==> config.mk <==
export PLATFORM = sky130hd
export DESIGN_NAME = instr_mem_responder
export DESIGN_NICKNAME = d
export VERILOG_FILES = /design/src/rtl/instr_mem_responder.sv
export SDC_FILE = /design/constraint.sdc
export NUM_CORES = 2
export LEC_CHECK = 0
export ABC_AREA = 0
export CORE_MARGIN = 2
export CORE_UTILIZATION = 50
export CTS_CLUSTER_DIAMETER = 100
export CTS_CLUSTER_SIZE = 24
export DETAILED_ROUTE_END_ITERATION = 8
export PLACE_DENSITY = 0.66
export REMOVE_ABC_BUFFERS = 1
export SLEW_MARGIN = 20
export SYNTH_ARGS = -nofsm -noshare
export SYNTH_HDL_FRONTEND = slang
export SYNTH_SLANG_ARGS = --single-unit
==> constraint.sdc <==
create_clock -name clock -period 3.6 [get_ports clock]
set_input_delay 1.08 -clock clock [delete_from_list [all_inputs] [get_ports clock]]
set_output_delay 1.08 -clock clock [all_outputs]
set_load 0.02 [all_outputs]
==> src/rtl/instr_mem_responder.sv <==
// Instruction memory responder: fixed-latency fetch pipeline feeding a 4-entry in-order response FIFO.
// Optional fetch-error reporting is enabled by defining IMEM_FETCH_ERR_EN.
module instr_mem_responder #(
  parameter int unsigned DEPTH   = 64,
  parameter int unsigned LATENCY = 2
) (
  input  logic        clock,
  input  logic        reset,
  input  logic        req_valid,
  output logic        req_ready,
  input  logic [31:0] req_addr,
  output logic        rsp_valid,
  input  logic        rsp_ready,
  output logic [31:0] rsp_instr,
  output logic        rsp_err,
  input  logic        ld_en,
  input  logic [31:0] ld_addr,
  input  logic [31:0] ld_data
);

  localparam int unsigned AW         = (DEPTH > 1) ? $clog2(DEPTH) : 1;
  localparam int unsigned FIFO_DEPTH = 4;
  localparam logic [31:0] NOP_INSTR  = 32'h0000_0013;

  logic [31:0] mem [DEPTH];

  logic [29:0] req_idx;
  logic [29:0] ld_idx;
  logic        req_in_range;
  logic        ld_in_range;
  logic [31:0] read_data;
  logic        accept;
  logic        push;
  logic        pop;
  logic        unused_bits;

  logic [LATENCY-1:0] pipe_vld;
  logic [31:0]        pipe_instr [LATENCY];
  logic [31:0]        fifo_instr [FIFO_DEPTH];
  logic [1:0]         wr_ptr;
  logic [1:0]         rd_ptr;
  logic [2:0]         fifo_count;
  logic [2:0]         inflight;

  assign req_idx      = req_addr[31:2];
  assign ld_idx       = ld_addr[31:2];
  assign req_in_range = 32'(req_idx) < 32'(DEPTH);
  assign ld_in_range  = 32'(ld_idx) < 32'(DEPTH);
  assign read_data    = req_in_range ? mem[req_idx[AW-1:0]] : NOP_INSTR;
  assign unused_bits  = ^{req_addr[1:0], ld_addr[1:0]};

  // Slots are reserved at acceptance, so a same-cycle pop never frees room for a new request.
  assign req_ready = reset && (({1'b0, inflight} + {1'b0, fifo_count}) != 4'(FIFO_DEPTH));
  assign accept    = req_valid && req_ready;
  assign push      = pipe_vld[LATENCY-1];
  assign rsp_valid = (fifo_count != 3'd0);
  assign pop       = rsp_valid && rsp_ready;
  assign rsp_instr = rsp_valid ? fifo_instr[rd_ptr] : 32'h0;

  // Memory, read pipeline and FIFO payload; memory survives reset. The read above sees pre-write data.
  always_ff @(posedge clock) begin
    if (ld_en && ld_in_range) begin
      mem[ld_idx[AW-1:0]] <= ld_data;
    end
    pipe_instr[0] <= read_data;
    for (int k = 1; k < LATENCY; k++) begin
      pipe_instr[k] <= pipe_instr[k-1];
    end
    if (push) begin
      fifo_instr[wr_ptr] <= pipe_instr[LATENCY-1];
    end
  end

  // Control state: pipeline valids, in-flight count, FIFO pointers and occupancy.
  always_ff @(posedge clock or negedge reset) begin
    if (!reset) begin
      pipe_vld   <= '0;
      inflight   <= 3'd0;
      fifo_count <= 3'd0;
      wr_ptr     <= 2'd0;
      rd_ptr     <= 2'd0;
    end else begin
      pipe_vld[0] <= accept;
      for (int k = 1; k < LATENCY; k++) begin
        pipe_vld[k] <= pipe_vld[k-1];
      end
      inflight   <= inflight + 3'(accept) - 3'(push);
      fifo_count <= fifo_count + 3'(push) - 3'(pop);
      if (push) begin
        wr_ptr <= wr_ptr + 2'd1;
      end
      if (pop) begin
        rd_ptr <= rd_ptr + 2'd1;
      end
    end
  end

`ifdef IMEM_FETCH_ERR_EN
  logic                req_err;
  logic [LATENCY-1:0]  pipe_err;
  logic [FIFO_DEPTH-1:0] fifo_err;

  assign req_err = (req_addr[1:0] != 2'b00) || !req_in_range;
  assign rsp_err = rsp_valid && fifo_err[rd_ptr];

  // Error flag travels alongside the instruction word.
  always_ff @(posedge clock) begin
    pipe_err[0] <= req_err;
    for (int k = 1; k < LATENCY; k++) begin
      pipe_err[k] <= pipe_err[k-1];
    end
    if (push) begin
      fifo_err[wr_ptr] <= pipe_err[LATENCY-1];
    end
  end
`else
  assign rsp_err = 1'b0;
`endif

endmodule

-- Yosys cells after proc, flatten, opt, wreduce, memory -nomap -nowiden
Memories as Yosys holds them, arrays and structs flattened.
Index checks and enable logic that the tools add are counted.
- muxes and demuxes: 6
- reductions and logical operators: 5
- $add $sub $neg: 7
- eq/ne operators: 1
- magnitude comparators: 2
- operator list (kind ; number):
    $mux 32 ; 2
    $lt 30x7->1 const B ; 2
    $add 3x1->3 ; 2
    $sub 3x1->3 ; 2
    $add 2x1->2 const B ; 2
    $add 3x3->4 ; 1
    $logic_and 1x1->1 ; 4
    $mux 1 ; 4
    $ne 4x3->1 const B ; 1
    $reduce_bool 3->1 ; 1
- input port bits: 101
- memories kept: 3
- bits in writable memories: 2240
- register bits after elaboration: 12
- memories (memory ; depth ; width ; rd ports ; clocked after memory_dff ; write ports ; line ; source):
    mem ; 64 ; 32 ; 1 ; 0 ; 1 ; 25 ; logic [31:0] mem [DEPTH];
    fifo_instr ; 4 ; 32 ; 1 ; 0 ; 1 ; 39 ; logic [31:0] fifo_instr [FIFO_DEPTH];
    pipe_instr ; 2 ; 32 ; 2 ; 0 ; 2 ; 38 ; logic [31:0] pipe_instr [LATENCY];

-- Depth between registers and ports, before layout
- word-level depth: 6
- depth in mapped cells: 12
- mapped depth without buffers: 12

-- Worst setup path after synthesis
Ideal clock, no wire load.
- path kind: input-to-reg
- from: in ld_addr[30]
- to: mem mem[54][0], enable pin
- library setup time: 421 ps
- arrival: 3485 ps
- setup slack: -307 ps
- required time: 3179 ps
- cell stages on the path: 5
- cells stage by stage: nor4b_1 -> nand4_1 -> nor3_1 -> nand3_1 -> nor2_1
- cells in the longest elaborated chain, start to end: 4
- ends and longest elaborated chain (item ; line ; source):
    start: declaration ; 17 ; input logic [31:0] ld_addr,
    $lt 30x7->1 ; 48 ; assign ld_in_range = 32'(ld_idx) < 32'(DEPTH);
    $logic_and 1x1->1 ; 62 ; if (ld_en && ld_in_range) begin
    $mux 1 ; 62 ;
    $mux 1 (implied by the code) ; 63 ; mem[ld_idx[AW-1:0]] <= ld_data;
    end: declaration ; 25 ;
No other way between the ends.

-- Worst setup path in the final report
- from: reg rd_ptr[0]
- to: out rsp_instr[14]
- cells in the longest elaborated chain, start to end: 2
- ends and longest elaborated chain (item ; line ; source):
    start: declaration ; 41 ; logic [1:0] rd_ptr;
    start signal: assignment ; 93 ; rd_ptr <= rd_ptr + 2'd1;
    $mem_v2 4x32 ; - ;
    $mux 32 ; 58 ; assign rsp_instr = rsp_valid ? fifo_instr[rd_ptr] : 32'h0;
    end: declaration ; 14 ; output logic [31:0] rsp_instr,
No other way between the ends.

==> metrics.csv <==
metric;value;unit
outcome;finished, final reports clean;
top cell type's share of synthesized area;76.4;%
TritonCTS clock tree;yes;
CP cell instances;buf_12, mux4_2, and2_1, clkdlybuf4s15_2;
initial drt markers;6466;
arrival time worst endpoint;2.46;ns
Critical Path Source Type;flip-flop;
relative slew slack;21.0;%
Post-synth EDFFs;2176;
footprint of the multi-input gates;17900;um^2
final worst slack;0.0646;ns
compound-gate portion of the synthesized area;1.81;%
routed len/inst;34.6;um
hold slack;0.329;ns
Final min period;3.54;ns
PwrDens;481;nW/um^2
Hold Crit Class;flip-flop to flip-flop;
Post-CTS Setup Inserts;0;
Starting Density;50.4;%
Post-Synth Adder-Cell Area;0.231;%
via count of the first global-routing pass;42400;
max cap viols;0;
layout cells sized above 1;31.0;%
initial antenna violation count;15;
Mapped Cells;3824;
met2 Resource Use GR;43.1;%
post-synthesis mux area share;15.8;%
Post-Route WL;232000;um
worst-margin pin slew;1.19;ns
YS warnings;0;
cell taking the most area after synthesis;edfxtp_1;
non-filler cells, final;6705;
slowest library cell on the worst path;mux4_2;
endpoint type of the worst setup path;primary output;
met1 usage;38.3;%
Critical Path RT;2.52;ns
largest family of logic cells by synthesized area;multiplexers;
top post-synthesis cells by area;edfxtp_1 (76%), mux4_2 (14%), dfxtp_1 (1.5%);
Pre-antenna DRT Iters;6;
Port Buf Inserts;130;
crit path buf inv count;2;
Critical Path Max Stage Delay;0.54;ns
pre-CTS WS;-0.335;ns
register bit total from synthesis;2252;
Tot GR Track Use;26.7;%
vias per inst;6.41;
Leakage Power;31.0;nW
ys async rst share;0.533;%
origin of the worst setup path;rd_ptr[0];
hold path startpoint;pipe_instr[0][10];
Cell Area, Synth;85600;um^2
Distinct cells, synth;60;
pin count of the biggest net entering global routing;65;
gp weighted congestion;0.903;
synthesized area per cell;22.4;um^2
DR vias;43000;
Synth Area in Simple Gates;2.33;%
Setup violations, final;0;
final period utilization;98.2;%
Clock Latency Late Sink;0.77;ns
I/O Pins;136;
Die H;418;um
DIE AREA;174000;um^2
unrepaired setup endpoints after global routing;true;
CTS root buffer;clkbuf_16;
Most Crowded Layer GR;met2;
H-tree Lvls;3;
max-slew violations;0;
hpwl dp;154000;um
Die Width;418;um
Fin. Hold Viols;0;
XOR/XNOR share of the synthesized area;0.0717;%
skew final;0.0504;ns
first-pass GRT wire length;325000;um
Placed Instances;6537;
Max clock buf depth;3;
total gr overflow;0;
crit path max fanout;13;
Max Clock Freq;283;MHz
Seq/Total Area, Yosys;78.2;%
clock sink count;2252;
Worst R2R Start;mem[54][17];
FP Rows;151;
total CTS buffers;104;
met3 Usage GRT;3.54;%
Sequential Area;66900;um^2
Fillers;12200;
main flop type after synthesis;edfxtp_1;
DRC viols;0;
CP Class;flip-flop to primary output;
Post-DRT Antenna Nets;0;
Placeable Area;170000;um^2
Area growth, synth to finish;14.8;%
nets@finish;4541;
cell family with most CP delay;multiplexers;
Reg clk slew, reported paths;0.09;ns
Peak VDD IR;0.549;mV
state kept, by name, summed over array words and instances (netlist names):
signal and count:
mem 2048, fifo_instr 128, pipe_instr 64, fifo_count 3, inflight 3, pipe_vld 2, rd_ptr 2, wr_ptr 2
cell usage after synthesis, types with 4 or more instances:
cell type,count
o22ai_1,9
nor3_1,8
nand3_1,40
nand4_1,8
inv_1,16
edfxtp_1,2176
buf_1,12
o311ai_0,4
a221oi_1,14
o21ai_0,16
dfrtp_1,12
nor2b_1,12
nand2_1,180
dfxtp_1,64
ha_1,11
and3_1,5
nor2_1,109
a31oi_1,10
o211ai_1,5
xnor2_1,5
buf_6,23
mux2_2,16
a211oi_1,7
mux4_2,549
or3_1,4
nor4_1,16
buf_2,60
clkbuf_1,66
mux2i_1,101
a32oi_1,28
a2111oi_0,6
and2_1,48
buf_4,42
a21oi_1,49
a22oi_1,43
layout make-up:
cell class / count / share of cell area (%)
timing repair buffer: 700 / 7.74
clock buffer: 152 / 2.88
multi-input combinational: 1349 / 18.2
clock inverter: 9 / 0.138
sequential: 2252 / 68.1
tap: 2218 / 2.83
inverter: 19 / 0.0777
antenna: 6 / 0.0153
where the power goes:
part / switching, mW / total (mW) / internal (mW)
logic: 2.83 / 4.85 / 2.01
clock network: 7.78 / 13.4 / 5.57
registers: 0.115 / 29.1 / 28.9
path summary, 6_finish.rpt:
check | to | slack [ns] | cells after the start
min in group asynchronous | rd_ptr[1] | 0.65 | 2
hold / removal | pipe_instr[0][42] | 0.33 | 0
max in group asynchronous | rd_ptr[0] | 2.78 | 2
setup reg to reg | pipe_instr[0][17] | 1.05 | 5
setup / recovery | rsp_instr[14] | 0.06 | 4
hold reg to reg | pipe_instr[0][42] | 0.33 | 0
cell families after synthesis:
logic type / count (synthesis)
flops: 2252
compound gates: 219
fa+ha+maj: 14
simple gates: 442
xor+xnor: 7
other cells: 1
buf+inv: 223
mux: 666
placed cells by master (no fill, tap or decap), drive strengths merged, types with 16 or more instances in the layout:
cell type	count
mux2i	101
a21oi	49
a22oi	43
inv	22
and2	48
nor2	109
nand2	180
clkdlybuf4s50	59
o21ai	19
clkbuf	171
nand3	40
edfxtp	2176
buf	611
mux2	16
mux4	549
a32oi	28
dfxtp	64
nor4	16
layer usage:
| layer | vias up | share of wire (%) |
|---|---|---|
| li1 | 17100 | - |
| met1 | 23200 | 39 |
| met2 | 2317 | 48 |
| met3 | 351 | 9.0 |
| met4 | 4 | 3.9 |
| met5 | - | 0.0099 |
worst reg2reg max path, cell delays in order (launching register included):
cell	delay, ns
edfxtp_1	0.39
mux4_2	0.54
mux2_2	0.29
a2111oi_0	0.79
a2111oi_0	0.22
buf_4	0.22
stage by stage:
stage	utilization, %	area (um^2)	power (mW)	setup TNS (ns)
3_3_place_gp	56.2	95300	34.7	-220.03
6_report	57.9	98200	47.3	0
4_1_cts	57.9	98300	47.6	-0.464
3_5_place_dp	56.2	95300	34.7	-172.00
2_1_floorplan	-	84400	31.8	-544.45
5_1_grt	57.9	98200	48.6	-0.0541
timing repair:
item,4_1_cts,5_1_grt
hold buffers,0,0
endpoints found under the setup margin,33,30
endpoints found under the hold margin,0,0
cloned,1,0
gates resized for setup,50,46
Note: power is estimated with default switching activity, not from simulation.
==> RTL change: new RTL, same flow settings <==
The localparam `FIFO_DEPTH` goes from 4 to 2.
--- a/src/rtl/instr_mem_responder.sv
+++ b/src/rtl/instr_mem_responder.sv
@@ -19,7 +19,7 @@
 );
 
   localparam int unsigned AW         = (DEPTH > 1) ? $clog2(DEPTH) : 1;
-  localparam int unsigned FIFO_DEPTH = 4;
+  localparam int unsigned FIFO_DEPTH = 2;
   localparam logic [31:0] NOP_INSTR  = 32'h0000_0013;
 
   logic [31:0] mem [DEPTH];
Function: not settled (the Yosys comparison gave no result); the edit may change what the design does.
==> RTL change against the unedited design <==
Total power decreased by 5.0%; synthesized area fell by 3.2%; clock skew fell by 0.015 ns; worst setup slack better by 0.0087 ns; sequential cell count fell by 66; design area is 3.4% lower; global-route usage decreased by 0.88 points; highest routed layer unchanged; wire length down 6.1%.
==> RTL change: results (changes against the unedited design) <==
In this run the critical register-to-register path is launched from fifo_count[0]. The transition at the pin with the smallest max-transition slack is 1.082 ns (-0.1041 ns), and the final wirelength is 217500 um (-6.1%). The maximum VDD drop came out at 0.4082 mV (-26%). For the relative contribution of combinational cells to total power, the log shows 8.5% (-1.8 points).

The met3 usage in global routing is 4.935% (+1.4 points). The capture endpoint of the worst hold path is pipe_instr[0][38]. The fraction of layout cells with a size suffix above 1 is 30.21% (-0.81 points), and the post-route worst hold slack is 0.3276 ns (-0.001038 ns). The half-perimeter wire length after placement is 139900 um (-9.2%), and the pre-CTS worst setup slack is -0.1393 ns (+0.1957 ns). The tools report the final worst slack as 0.07331 ns (+0.008663 ns). Reg-to-reg setup timing slack: 0.98 ns (-0.07 ns). The run gives 101 (-2.9%) as the number of buffers inserted during clock tree synthesis. Number of DRC violations after detailed-routing iteration 0: 5736 (-11%). The number of setup buffers added after CTS was 3 (+3); the maximum net fanout on the critical path was 7 (-6). The tools report the final weighted congestion in routability-driven placement as 0.8407 (-6.9%). The cell depth of the worst flop-to-flop path came out at 11 (+6). The run finished with clean final reports. The global-route wire length before repair came out at 304300 um (-6.5%). The logs give 85120 um (-4.7%) for the total routed wire length on the met1 layer and 105300 um (-6.2%) for the length of routed met2 wiring. Switching power share of the total: 22.08% (-0.63 points). Slowest cell on the critical path: sky130_fd_sc_hd__dfrtp_4.
RTL change: changes by cell type in the layout (fill, tap and decap cells not counted), moves of 19 or more:
cell                            unedited run  this run
sky130_fd_sc_hd__clkbuf_2                 19         0
sky130_fd_sc_hd__nand2_1                 180       118
sky130_fd_sc_hd__dlygate4sd2_1             0        24
sky130_fd_sc_hd__a22oi_1                  43        23
sky130_fd_sc_hd__edfxtp_1               2176      2112
sky130_fd_sc_hd__mux2i_1                 101       125
sky130_fd_sc_hd__and2_1                   48         6
sky130_fd_sc_hd__buf_4                   389       310
sky130_fd_sc_hd__o22ai_1                   9        28
sky130_fd_sc_hd__nor2_1                   44        63
RTL change: layout make-up:
cell class / count / area share (%)
Sequential cell: 2186 / 68.50
Multi-Input combinational cell: 1247 / 18.24
Timing Repair Buffer: 608 / 7.241
Clock buffer: 167 / 2.971
Tap cell: 2189 / 2.888
Clock inverter: 6 / 0.07917
Inverter: 17 / 0.07257
Antenna cell: 2 / 0.005278
RTL change: cell families (layout without fill, tap and decap cells):
logic type / after synthesis / in the layout / share of synthesized area, %
mux: 692 / 692 / 16.58
compound gates: 188 / 188 / 1.591
other cells: 1 / 3 / 0.004530
xor+xnor: 6 / 6 / 0.06347
buf+inv: 204 / 798 / 1.277
fa+ha+maj: 10 / 10 / 0.1783
flops: 2186 / 2186 / 78.45
simple gates: 350 / 350 / 1.850
RTL change: through the flow:
stage / instance area [um^2] / std cells / total power, mW / util [%] / TNS [ns]
floorplan: 81800 / 3450 / 30.23 / - / -554.32
global placement: 91840 / 6242 / 32.46 / 55.79 / -4.032
global route: 94820 / 6421 / 46.14 / 57.60 / 0
CTS: 94760 / 6418 / 45.13 / 57.56 / -0.04685
detailed placement: 91840 / 6242 / 32.53 / 55.79 / -12.75
finish: 94820 / 6422 / 44.87 / 57.60 / 0
